<file path="config.mk">
export PLATFORM = sky130hd
export DESIGN_NAME = keccak_round_ctrl
export DESIGN_NICKNAME = d
export VERILOG_FILES = /design/src/rtl/keccak_round_ctrl.sv
export SDC_FILE = /design/constraint.sdc
export NUM_CORES = 1
export LEC_CHECK = 0
export BUFFER_PORTS_ARGS = -buffer_cell sky130_fd_sc_hd__buf_2
export CAP_MARGIN = 20
export CORE_AREA = 2 2 39 41
export CTS_CLUSTER_SIZE = 40
export DETAILED_ROUTE_END_ITERATION = 8
export DIE_AREA = 0 0 41 43
export PLACE_DENSITY = 0.8
export RECOVER_POWER = 100
export REMOVE_ABC_BUFFERS = 1
export SLEW_MARGIN = 20
export SYNTH_ARGS = -nofsm -noshare
export SYNTH_HDL_FRONTEND = slang
export SYNTH_SLANG_ARGS = --single-unit
</file>
<file path="constraint.sdc">
create_clock -name clk_i -period 2.86 [get_ports clk_i]
set_input_delay 0.143 -clock clk_i [delete_from_list [all_inputs] [get_ports clk_i]]
set_output_delay 0.143 -clock clk_i [all_outputs]
set_load 0.03 [all_outputs]
</file>
<file path="src/rtl/keccak_round_ctrl.sv">
// Sequencing controller for the Keccak-f[1600] accelerator: load, round steps, store,
// plus state-memory arbitration between the bus and the datapath and sticky status flags.
module keccak_round_ctrl #(
  parameter int unsigned NUM_ROUNDS       = 24,
  parameter int unsigned ROUNDS_PER_CYCLE = 1,
  parameter int unsigned IDX_W            = 5
) (
  input  logic             clk_i,
  input  logic             rst_i,
  input  logic             start_i,
  input  logic             abort_i,
  input  logic             done_clr_i,
  input  logic             intr_en_i,
  input  logic             bus_req_i,
  output logic             bus_gnt_o,
  output logic             dp_load_o,
  output logic             dp_round_en_o,
  output logic [IDX_W-1:0] dp_round_idx_o,
  output logic             dp_store_o,
  output logic             busy_o,
  output logic             done_o,
  output logic             start_err_o,
  output logic             intr_o
);

  typedef enum logic [1:0] {StIdle, StLoad, StRound, StStore} state_e;

  localparam logic [IDX_W-1:0] LastIdx = IDX_W'(NUM_ROUNDS - ROUNDS_PER_CYCLE);
  localparam logic [IDX_W-1:0] Step    = IDX_W'(ROUNDS_PER_CYCLE);

  state_e           state_q, state_d;
  logic [IDX_W-1:0] cnt_q, cnt_d;
  logic             done_q, done_d;
  logic             err_q, err_d;
  logic             intr_q, intr_d;
  logic             finish;

  always_comb begin
    state_d = state_q;
    cnt_d   = cnt_q;
    finish  = 1'b0;
    unique case (state_q)
      StIdle: begin
        if (start_i) state_d = StLoad;
      end
      StLoad: begin
        state_d = StRound;
        cnt_d   = '0;
      end
      StRound: begin
        if (cnt_q == LastIdx) begin
          state_d = StStore;
          cnt_d   = '0;
        end else begin
          cnt_d = cnt_q + Step;
        end
      end
      StStore: begin
        state_d = StIdle;
        finish  = 1'b1;
      end
      default: begin
        state_d = StIdle;
        cnt_d   = '0;
      end
    endcase
    // Abort overrides every transition, including completion from STORE.
    if (abort_i && (state_q != StIdle)) begin
      state_d = StIdle;
      cnt_d   = '0;
      finish  = 1'b0;
    end
  end

  // Set events are applied after the clear so they win when coincident.
  always_comb begin
    done_d = done_q;
    err_d  = err_q;
    if (done_clr_i) begin
      done_d = 1'b0;
      err_d  = 1'b0;
    end
    if (finish) done_d = 1'b1;
    if (start_i && (state_q != StIdle)) err_d = 1'b1;
    intr_d = finish & intr_en_i;
  end

  always_ff @(posedge clk_i or posedge rst_i) begin
    if (rst_i) begin
      state_q <= StIdle;
      cnt_q   <= '0;
      done_q  <= 1'b0;
      err_q   <= 1'b0;
      intr_q  <= 1'b0;
    end else begin
      state_q <= state_d;
      cnt_q   <= cnt_d;
      done_q  <= done_d;
      err_q   <= err_d;
      intr_q  <= intr_d;
    end
  end

  assign bus_gnt_o      = bus_req_i && (state_q == StIdle);
  assign dp_load_o      = (state_q == StLoad);
  assign dp_round_en_o  = (state_q == StRound);
  assign dp_round_idx_o = (state_q == StRound) ? cnt_q : '0;
  assign dp_store_o     = (state_q == StStore);
  assign busy_o         = (state_q != StIdle);
  assign done_o         = done_q;
  assign start_err_o    = err_q;
  assign intr_o         = intr_q;

endmodule

</file>
# Yosys cells after proc, flatten, opt, wreduce, memory -nomap -nowiden
# Cells that the tools add are included.
# op_classes
n_reduce_logical,9
n_addsub,1
bitwise,1
mux,13
eq_ne,6
# op_table
operator,count
5-bit two-way mux,3
5-bit case mux with 2 select lines,1
2-bit case mux with 4 select lines,1
2-bit two-way mux,3
2-bit nonzero test,3
5-bit by 1-bit adder with 5-bit output (second input constant),1
5-bit equality test (second input constant),1
1-bit two-way mux,5
2-bit equality test (second input constant),2
1-bit logical AND,3
3-bit by 1-bit != test with 1-bit output (second input constant),1
3-bit != test (second input constant),1
3-bit nonzero test,1
2-bit by 1-bit equality test with 1-bit output (second input constant),1
2-bit zero test,1
2-bit AND reduction,1
1-bit bitwise AND,1
# word_totals
output_inout_bits,13
elab_cells,35
inputBits,7
reg_bits,10

# Longest topological paths before layout
# depth
word_depth,4
mapped_depth,7
ltp_nobuf,6

# Worst setup path after synthesis
# No wires, ideal clock.
# synth_path
kind,flip-flop to flip-flop
from,reg state_q[0]
to,reg cnt_q[3]
required_ps,2778
setup_slack_ps,1231
period_less_slack_ps,1629
stages_incl_launch_ff,7
arrival_ps,1547
n_path_buf,1
setup_ps,82
cell_sequence,dfrtp_1 > inv_1 > ha_1 > buf_2 > and2_2 > nand2_1 > a31oi_1
# synth_via
elab_chain_cells,3
word_cells_on_any_way,7
cone_classes,eq/ne (2); mux (2); reduce/logical (3)
# synth_lines
element,line,source
start: declaration,31,"state_e state_q, state_d;"
start signal: assignment,90,state_q <= StIdle;
start signal: assignment,96,state_q <= state_d;
2-bit equality test *,--,
net dp_round_en_o,17,"output logic dp_round_en_o,"
5-bit case mux with 2 select lines,42,unique case (state_q)
5-bit two-way mux,68,if (abort_i && (state_q != StIdle)) begin
end signal: assignment,97,cnt_q <= cnt_d;
end: declaration,32,"logic [IDX_W-1:0] cnt_q, cnt_d;"
# The timed path passes the listed nets; every way through them passes the cells marked *.
# A chain may end at the register's enable or synchronous reset.

# Final worst setup path
# layout_path
from,reg state_q[0]
to,out dp_round_idx_o[3]
# layout_via
elab_chain_cells,2
# layout_lines
element,line,source
2-bit equality test,107,assign dp_round_idx_o = (state_q == StRound) ? cnt_q : '0;
5-bit two-way mux,107,
end: declaration,18,"output logic [IDX_W-1:0] dp_round_idx_o,"
# No other way between the ends.

==> results.py <==
metrics = {
    "clock_tree": {
        "cts-buffers-inserted": 3,
        "cts_max_path_buffers": 2,
        "path_clk_slew_ns": 0.06,
        "clkSinkCount": 10,
        "insertion_delay_ns": 0.27,
        "cts_tree": "done",
        "post_cts_buffers": 0,
        "cts.root.buffer_cell": "clkbuf_4",
        "cts_max_level": 1,
    },
    "sta": {
        "tightest_slew_ns": 0.572,
        "period_share": 0.631,
        "fmax_ghz": 0.554,
        "hold_viol_final": 0,
        "rsz0062_at_grt": "no",
        "finalSetupTns_ns": 0,
        "setup_viol": 0,
        "slew_viol_final": 0,
        "clock_skew_ns": 0.00515,
        "finalCriticalPeriod_ns": 1.80,
        "relSlewSlack": 0.618,
    },
    "detailed_routing": {
        "via_count": 508,
        "viasPerCell": 5.08,
        "drtPass1Iterations": 4,
        "wl_per_cell_um": 12.1,
        "drt.antenna.violating_nets": 0,
        "drc": 0,
        "wirelength_mm": 1.21,
        "drt_iter0_markers": 5,
    },
    "power_and_ir_drop": {
        "p_per_area_nw_per_um2": 962,
        "ir_worst_vdd_mv": 0.507,
        "p_leak_nw": 0.369,
    },
    "synth": {
        "syn_avg_cell_area_sq_um": 9.59,
        "ys_warn_count": 0,
        "netlist.area_leader.share": 0.421,
        "ys_types": 27,
        "netlist_area_sq_um": 594,
        "yosysTopAreaCell": "dfrtp_1",
        "synth.top_cells.by_area": "dfrtp_1, ha_1, and2_1, inv_1, a21oi_1",
        "seq_area_frac_synth": 0.421,
        "ys_ff_latch": 10,
        "syn_inst": 62,
    },
    "worst_hold_path": {
        "hold_class": "input port to flop",
    },
    "grt": {
        "track_usage": 0.176,
        "grt_pass1_wl_mm": 1.93,
        "grt_pass1_vias": 482,
        "grt_max_degree": 13,
        "grt.overflow.total": 0,
        "antenna_found_initial": 0,
    },
    "floorplan": {
        "die_w_um": 41,
        "chipHeight_um": 43,
        "fp.coreArea_sq_um": 1380,
        "initial_core_util": 0.429,
        "ioPinCount": 20,
        "die_area_sq_um": 1760,
        "num_rows": 14,
    },
    "placed_design": {
        "dp_cells": 95,
        "port_buffers": 19,
        "dp_hpwl_um": 947,
        "place_congestion": 0.723,
    },
    "cells_and_area": {
        "final_cell_mix": "clkbuf_1, dfrtp_1, inv_1",
        "stdcell_count": 100,
        "final_nets": 97,
        "layout_commonest_cell": "clkbuf_1",
        "drive_gt1_frac": 0.155,
        "area_growth_pct": 21.1,
        "diodes": 0,
    },
    "flow_run": {
        "cap_violations": 0,
    },
    "worst_setup_path": {
        "crit_required_ns": 2.72,
        "worst-path-max-fanout": 12,
        "critPathLaunchType": "flop",
        "slowest_delay_ns": 0.41,
        "path_cells": "inv_1 -> ha_1 -> and2_2 -> clkbuf_1",
        "slowest_stage": "dfrtp_1",
        "worstSetupEndpointType": "primary output",
        "critPathKind": "flop to primary output",
        "cp_data_arrival_time_ns": 1.66,
    },
    "outcome": {
        "status": "finished clean",
    },
}
[cells in the mapped netlist]
cell	n
inv_1	7
dfrtp_1	10
a2bb2oi_2	1
a31oi_1	1
nand3_1	4
and2_2	1
a21oi_1	4
clkbuf_1	1
and4b_1	1
or3_1	1
inv_2	1
o21a_1	1
nor2_1	4
nor2b_1	1
nand3_2	1
o21ai_0	1
mux2i_1	1
nor3b_1	1
and2_1	5
o21ai_1	2
buf_2	1
nand4b_2	1
a22o_1	1
nand2_1	3
mux2_2	1
o2bb2ai_1	1
ha_1	5
[routing by layer]
layer	vias to the layer above	wire length, um	GRT usage	part of all wire
met5	-	0	0	0
met4	0	51	0.160	0.042
met3	4	61	0.0785	0.050
met2	13	619	0.244	0.51
met1	237	477	0.189	0.39
li1	254	-	-	-
[final timing paths]
| kind | from | to | slack, ns | depth (start not counted) |
|---|---|---|---|---|
| worst max-delay path | state_q[0]$_DFFE_PP0P_ | dp_round_idx_o[3] | 1.06 | 4 |
| worst min-delay path | start_i | start_err_o$_DFFE_PP0P_ | 0.13 | 2 |
| worst max register to register | state_q[0]$_DFFE_PP0P_ | cnt_q[3]$_DFFE_PP0P_ | 1.31 | 5 |
| worst min register to register | done_o$_DFFE_PP0P_ | done_o$_DFFE_PP0P_ | 0.49 | 1 |
| max in group asynchronous | rst_i | cnt_q[1]$_DFFE_PP0P_ | 2.20 | 3 |
| min in group asynchronous | rst_i | start_err_o$_DFFE_PP0P_ | 0.38 | 3 |
[repair_timing]
item,4_1_cts,5_1_grt
hold buffers,1,0
gates resized for setup,0,0
hold endpoints to repair,10,0
[logic make-up after synthesis]
| logic type | synth area share |
|---|---|
| AOI/OAI and AO/OA | 0.137 |
| adders and majority gates | 0.105 |
| buffers and inverters | 0.0653 |
| muxes | 0.0358 |
| and+or+nand+nor | 0.236 |
| DFF | 0.421 |
[stage by stage]
step | cell area [sq um] | total power (W) | utilization | setup WS [ns] | hold slack [ns]
floorplan | 586 | 0.000501 | - | 1.23 | -0.0168
global placement | 701 | 0.000581 | 0.506 | 1.39 | 0.131
detailed placement | 701 | 0.000593 | 0.506 | 1.33 | 0.138
CTS | 747 | 0.000722 | 0.540 | 1.11 | 0.127
global route | 719 | 0.000744 | 0.520 | 0.930 | 0.128
finish | 719 | 0.000692 | 0.520 | 1.06 | 0.125
[registers in the layout, summed over array words and instances (netlist names)]
register	flops
state_q	2
intr_o	1
done_o	1
start_err_o	1
cnt_q	5
[worst max-delay path: cells and delay by family (launching register included)]
| family | cells | cell delay (ns) |
|---|---|---|
| fa+ha+maj | 1 | 0.36 |
| simple gates | 1 | 0.22 |
| buf+inv | 2 | 0.40 |
| flops | 1 | 0.41 |
[layout make-up]
type                       instances  area [sq um]
sequential                        10           250
timing repair buffer              20          88.8
inverter                           8          30.0
fill                             140           664
clock buffer                       4          36.3
tap                               16          20.0
multi-input combinational         42           294
[power breakdown]
group,internal (W),leakage (nW),switching (W)
sequential,0.000178,0.134,0.0000293
clock,0.0000774,0.0210,0.0000499
combinational,0.000107,0.214,0.000250
total,0.000363,0.369,0.000330
(Power assumes the default switching activity.)
